**config.mk**
```make
export PLATFORM = sky130hd
export DESIGN_NAME = keypad_bcd_entry
export DESIGN_NICKNAME = d
export VERILOG_FILES = /design/src/rtl/keypad_bcd_entry_pkg.sv /design/src/rtl/keypad_bcd_entry_scan_tick_gen.sv /design/src/rtl/keypad_bcd_entry.sv
export SDC_FILE = /design/constraint.sdc
export NUM_CORES = 1
export LEC_CHECK = 0
export BUFFER_PORTS_ARGS = -buffer_cell sky130_fd_sc_hd__clkbuf_2
export CORE_MARGIN = 8
export CORE_UTILIZATION = 46
export DETAILED_ROUTE_END_ITERATION = 6
export PLACE_DENSITY = 0.65
export REMOVE_ABC_BUFFERS = 1
export SLEW_MARGIN = 10
export SYNTH_ARGS = -nofsm -noshare
export SYNTH_HDL_FRONTEND = slang
export SYNTH_SLANG_ARGS = --single-unit
```
**constraint.sdc**
```tcl
create_clock -name clk -period 7.95 [get_ports clk]
set_input_delay 1.9875 -clock clk [delete_from_list [all_inputs] [get_ports clk]]
set_output_delay 1.9875 -clock clk [all_outputs]
set_load 0.005 [all_outputs]
```
**src/rtl/keypad_bcd_entry_pkg.sv**
```systemverilog
// rtl/keypad_bcd_entry_pkg.sv - keypad FSM states, key map table and row decode helpers
package keypad_pkg;

  typedef enum logic [1:0] {
    SCAN     = 2'd0,
    DEBOUNCE = 2'd1,
    PRESSED  = 2'd2,
    RELEASE  = 2'd3
  } state_e;

  localparam logic [3:0] KEY_CLEAR = 4'hA;
  localparam logic [3:0] ROW_IDLE  = 4'hF;

  // Indexed by {row index, column index}.
  localparam logic [3:0] KEY_MAP [16] = '{
    4'h1, 4'h2, 4'h3, 4'hA,
    4'h4, 4'h5, 4'h6, 4'hB,
    4'h7, 4'h8, 4'h9, 4'hC,
    4'hE, 4'h0, 4'hF, 4'hD
  };

  function automatic logic is_single_key(input logic [3:0] row);
    return ($countones(~row) == 1);
  endfunction

  function automatic logic [1:0] row_index(input logic [3:0] row);
    logic [1:0] idx;
    idx = 2'd0;
    for (int i = 0; i < 4; i++) begin
      if (!row[i]) idx = 2'(i);
    end
    return idx;
  endfunction

endpackage

```
**src/rtl/keypad_bcd_entry_scan_tick_gen.sv**
```systemverilog
// rtl/keypad_bcd_entry_scan_tick_gen.sv - one-clk scan tick each 2^SCAN_EXP cycles
module scan_tick_gen #(
  parameter int SCAN_EXP = 17
) (
  input  logic clk,
  input  logic reset,
  output logic tick
);

  logic [SCAN_EXP-1:0] cnt_q;
  logic [SCAN_EXP-1:0] cnt_d;
  logic                tick_q;

  assign cnt_d = cnt_q + 1'b1;

  // Tick is registered so it lands in the cycle right after the wrap.
  always_ff @(posedge clk or negedge reset) begin
    if (!reset) begin
      cnt_q  <= '0;
      tick_q <= 1'b0;
    end else begin
      cnt_q  <= cnt_d;
      tick_q <= &cnt_q;
    end
  end

  assign tick = tick_q;

endmodule

```
**src/rtl/keypad_bcd_entry.sv**
```systemverilog
// rtl/keypad_bcd_entry.sv - 4x4 keypad scanner with debounce and two-digit BCD entry
module keypad_bcd_entry
  import keypad_pkg::*;
#(
  parameter int SCAN_EXP = 17,
  parameter int DB_TICKS = 4
) (
  input  logic       clk,
  input  logic       reset,
  input  logic [3:0] row_in,
  output logic [3:0] col_out,
  output logic [3:0] key_code,
  output logic       key_valid,
  output logic [3:0] digit1_out,
  output logic [3:0] digit0_out
);

  localparam int DBW = $clog2(DB_TICKS + 1);
  localparam logic [DBW-1:0] DB_DONE = DBW'(DB_TICKS);

  logic           tick;
  logic [3:0]     row_s1_q, row_s2_q;
  state_e         state_q, state_d;
  logic [1:0]     col_q, col_d;
  logic [DBW-1:0] db_q, db_d, db_inc;
  logic [3:0]     latch_q, latch_d;
  logic [3:0]     key_code_q, key_code_d;
  logic           key_valid_q, key_valid_d;
  logic [3:0]     dig1_q, dig1_d, dig0_q, dig0_d;

  scan_tick_gen #(.SCAN_EXP(SCAN_EXP)) u_tick (
    .clk   (clk),
    .reset (reset),
    .tick  (tick)
  );

  assign db_inc = db_q + 1'b1;

  always_comb begin
    state_d     = state_q;
    col_d       = col_q;
    db_d        = db_q;
    latch_d     = latch_q;
    key_code_d  = key_code_q;
    key_valid_d = 1'b0;
    dig1_d      = dig1_q;
    dig0_d      = dig0_q;

    if (tick) begin
      unique case (state_q)
        SCAN: begin
          if (is_single_key(row_s2_q)) begin
            latch_d = row_s2_q;
            db_d    = DBW'(1);
            state_d = DEBOUNCE;
          end else begin
            col_d = col_q + 2'd1;
          end
        end
        DEBOUNCE: begin
          if (row_s2_q == latch_q) begin
            if (db_inc >= DB_DONE) begin
              db_d        = '0;
              state_d     = PRESSED;
              key_valid_d = 1'b1;
              key_code_d  = KEY_MAP[{row_index(latch_q), col_q}];
            end else begin
              db_d = db_inc;
            end
          end else begin
            db_d    = '0;
            state_d = SCAN;
          end
        end
        PRESSED: begin
          if (row_s2_q == ROW_IDLE) begin
            db_d    = DBW'(1);
            state_d = RELEASE;
          end
        end
        RELEASE: begin
          // Any non-idle row during release is bounce: back to PRESSED, no new key.
          if (row_s2_q == ROW_IDLE) begin
            if (db_inc >= DB_DONE) begin
              db_d    = '0;
              state_d = SCAN;
              col_d   = col_q + 2'd1;
            end else begin
              db_d = db_inc;
            end
          end else begin
            db_d    = '0;
            state_d = PRESSED;
          end
        end
        default: state_d = SCAN;
      endcase
    end

    if (key_valid_d) begin
      if (key_code_d <= 4'd9) begin
        dig1_d = dig0_q;
        dig0_d = key_code_d;
      end else if (key_code_d == KEY_CLEAR) begin
        dig1_d = 4'd0;
        dig0_d = 4'd0;
      end
    end
  end

  always_ff @(posedge clk or negedge reset) begin
    if (!reset) begin
      row_s1_q    <= ROW_IDLE;
      row_s2_q    <= ROW_IDLE;
      state_q     <= SCAN;
      col_q       <= 2'd0;
      db_q        <= '0;
      latch_q     <= ROW_IDLE;
      key_code_q  <= 4'd0;
      key_valid_q <= 1'b0;
      dig1_q      <= 4'd0;
      dig0_q      <= 4'd0;
    end else begin
      row_s1_q    <= row_in;
      row_s2_q    <= row_s1_q;
      state_q     <= state_d;
      col_q       <= col_d;
      db_q        <= db_d;
      latch_q     <= latch_d;
      key_code_q  <= key_code_d;
      key_valid_q <= key_valid_d;
      dig1_q      <= dig1_d;
      dig0_q      <= dig0_d;
    end
  end

  assign col_out    = ~(4'b0001 << col_q);
  assign key_code   = key_code_q;
  assign key_valid  = key_valid_q;
  assign digit1_out = dig1_q;
  assign digit0_out = dig0_q;

endmodule

```
==> flow_summary_export.csv <==
group,metric,value,unit
synthesis,synth-async-reset-ratio,100.0,%
synthesis,post_synth_main_area_contributors,"sky130_fd_sc_hd__dfrtp_1, sky130_fd_sc_hd__dfstp_2, sky130_fd_sc_hd__ha_1, sky130_fd_sc_hd__xnor2_1, sky130_fd_sc_hd__xor2_1",
global_routing,antenna_found_initial,0,
drt,route.detailed.vias_per_inst,4.909,
cts,clock_transition_time_at_the_flip_flop_clock_pins_of_the_worst_setup_and_hold_paths,0.08,ns
place,place_inst,288,
synthesis,synth.lib_cells_used.distinct,43,
sta,skew,0.01188,ns
worst_setup_path,regToRegEndpoint,"latch_q[0]$_DFFE_PN1P_",
final_layout,final_cell_count_no_fill,296,
cts,htreeDepth,2,
power_and_ir_drop,p_int,333.8,uW
sta,setup_viol,0,
drt,dr.first_iter.drc_count,51,
run,drv.max_cap_violation_count,0,
synthesis,netlist_instances,198,
sta,totalNegativeSetupSlack,0,ns
place,hpwlAfterDp,2759,um
worst_setup_path,cp.arrival,1.38,ns
drt,antenna_violating_nets_post_route,0,
synthesis,synth_sequential_area_ratio,54.67,%
run_status,run_status,"finished, final reports clean",
place,finalWeightedCongestion,0.7726,
final_layout,area_growth_syn_to_layout,12.32,%
synthesis,post-synth-top-area-fraction,41.06,%
hold_path,min_to,"row_s2_q[0]$_DFF_PN1_",
final_layout,share_of_cells_above_drive_strength_1,24.34,%
drt,drt-wirelength-per-cell,12.98,um
global_routing,largest_net_degree_at_the_start_of_global_routing,51,
die,design.portCount,23,
power_and_ir_drop,power.switching_fraction,21.73,%
synthesis,postSynth.topFlopCell,"sky130_fd_sc_hd__dfrtp_1",
sta,period_share,42.41,%
die,die_h,86.96,um
final_layout,finalCoreUtilization,52.26,%
cts,clock-sinks,50,
power_and_ir_drop,pwr-share-comb,2.9,%
worst_setup_path,critical_path_class,"reg -> out",
power_and_ir_drop,power_frac_seq,60.9,%
hold_path,worst_hold_startpoint,"row_s1_q[0]$_DFF_PN1_",
place,count_of_input_and_output_buffers,22,
worst_setup_path,critPathLaunchType,"flop",
die,die_area,7561,sq um
sta,finalHoldViolCount,0,
cts,clock-root-buffer,"sky130_fd_sc_hd__clkbuf_8",
power_and_ir_drop,net_sw_power,92.67,uW
place,place_ws,4.906,ns
final_layout,stdcell_area,2601,sq um
cts,cts.repair.resized,0,
cts,clock_latency_at_the_later_pin_of_the_worst_skew_pair,0.30,ns
sta,timing.slew.headroom,55.92,%
die,row_count,26,
final_layout,num_antenna_cells,0,
sta,rsz_0062_raised_after_global_routing,"false",
synthesis,synth_seq_cells,50,
synthesis,synth.avg_cell_area,11.70,sq um
die,floorplan_core_area,4977,sq um
sta,setup_ws,4.578,ns
cts,tritoncts,"done",
cts,cts.hold.buffers_added,0,
hold_path,worst_hold_path_type,"reg -> reg",
global_routing,grt_pass1_vias,1457,
drt,drtPass1Iterations,4,
hold_path,whs_path_depth,0,
die,die_x,86.96,um
final_layout,mostFrequentLayoutCells,"sky130_fd_sc_hd__dfrtp_1, sky130_fd_sc_hd__clkbuf_2, sky130_fd_sc_hd__nand2_1",
sta,timing.fmax,0.2966,GHz
global_routing,overflow,0,
sta,hold-worst-slack,0.3577,ns
worst_setup_path,cp_data_required_time,5.96,ns
synthesis,synth_area,2316,sq um
sta,tightest_slew,0.6530,ns
power_and_ir_drop,power.density_cell_area,164.0,nW/um^2
final_layout,commonest_non_fill_non_tap_cell_in_the_layout,"sky130_fd_sc_hd__dfrtp_1",
sta,post-route-min-period,3.372,ns
worst_setup_path,r2r.worst_path.cells,7,
synthesis,synth_enable_flop_cells,0,
synthesis,yosysTopAreaCell,"sky130_fd_sc_hd__dfrtp_1",
power_and_ir_drop,p_leak,1.245,nW
global_routing,grt_pass1_wl,6686,um
sta,maxSlewViolCount,0,
drt,postRouteWirelength,3841,um
die,initial_utilization,46.53,%
drt,detailed_route_drc_error_count,0,
cts,tritoncts.num_buffers,5,
cts,cts_max_path_buffers,2,
power_and_ir_drop,ir_drop,0.00009716,V
power_and_ir_drop,total_power,426.5,uW
power_and_ir_drop,pwr-share-clk,36.2,%
worst_setup_path,rrSetupSlack,5.13,ns
drt,via_count,1453,
worst_setup_path,critical_path.reg2reg.startpoint,"row_s2_q[1]$_DFF_PN1_",
synthesis,yosys_warnings,0,
worst_setup_path,worst-path-max-fanout,9,
final_layout,finalNetCount,245,
global_routing,grt_use_total,11.20,%
place,place_area,2501,sq um
cts,cts_setup_buffers,0,
worst_setup_path,critical_path.endpoint_type,"output port",
==> metal layers <==
metal	vias to the layer above	track usage, %	part of all wire (%)
li1	736	-	-
met1	684	13.41	47
met2	27	18.18	44
met3	6	3.962	6.9
met4	0	3.756	1.4
met5	-	0	0
==> critical path, stage by stage, from the launching register on <==
cell                       delay, ns
sky130_fd_sc_hd__dfrtp_1        0.51
sky130_fd_sc_hd__inv_1          0.16
sky130_fd_sc_hd__ha_1           0.24
sky130_fd_sc_hd__inv_1          0.07
sky130_fd_sc_hd__clkbuf_2       0.11
==> cells in the mapped netlist, drive strengths merged, types with 2 or more instances <==
| cell | n |
|---|---|
| dfrtp | 38 |
| nand2 | 17 |
| ha | 13 |
| dfstp | 12 |
| inv | 12 |
| xnor2 | 11 |
| nand3 | 10 |
| nor2 | 10 |
| xor2 | 9 |
| a22o | 7 |
| mux2 | 7 |
| o21ai | 7 |
| a21oi | 5 |
| and2 | 4 |
| and3 | 3 |
| nand4 | 3 |
| nor2b | 3 |
| buf | 2 |
| nand2b | 2 |
| nor3b | 2 |
| o211ai | 2 |
| or3b | 2 |
==> logic make-up after synthesis <==
group                    count (synthesis)  share of synthesized area [%]
AND/OR/NAND/NOR                         61                          13.83
AO/OA/AOI/OAI                           30                          9.185
adder cells (fa/ha/maj)                 14                          7.888
XOR/XNOR                                20                          7.564
multiplexers                             7                          3.890
buffers and inverters                   16                          2.971
flip-flops                              50                          54.67
==> how the worst max path moves through the flow <==
stage / startpoint / endpoint / slack, ns / depth (start not counted)
global route: col_q[0]$_DFFE_PN0P_ / col_out[0] / 4.46 / 4
CTS: col_q[0]$_DFFE_PN0P_ / col_out[0] / 4.57 / 4
floorplan: col_q[0]$_DFFE_PN0P_ / col_out[0] / 5.12 / 3
global placement: col_q[0]$_DFFE_PN0P_ / col_out[0] / 4.97 / 4
detailed placement: col_q[0]$_DFFE_PN0P_ / col_out[0] / 4.91 / 4
finish: col_q[0]$_DFFE_PN0P_ / col_out[0] / 4.58 / 4
==> power groups by stage <==
stage               Clock (mW)  Combinational [mW]  Sequential, mW
detailed placement           0              0.0132           0.265
CTS                      0.162              0.0133           0.260
global route             0.174              0.0150           0.260
finish                   0.154              0.0125           0.260
global placement             0              0.0128           0.265
floorplan                    0             0.00523           0.264
==> sequential cells by signal, summed over array words and instances, names as in the netlist <==
register,cells
digit0_out,4
db_q,3
col_q,2
u_tick.cnt_q,17
key_code,4
digit1_out,4
u_tick.tick,1
row_s2_q,4
state_q,2
row_s1_q,4
key_valid,1
latch_q,4
==> cell type report <==
type,instances,area [sq um]
fillers,450,2376
flip-flops and latches,50,1266
multi-input cells,132,980.9
repair buffers,23,117.6
well taps,70,87.58
clock buffers,6,82.58
inverters,13,48.80
clock inverters,2,17.52
No activity file was read; power rests on OpenSTA's default activity.
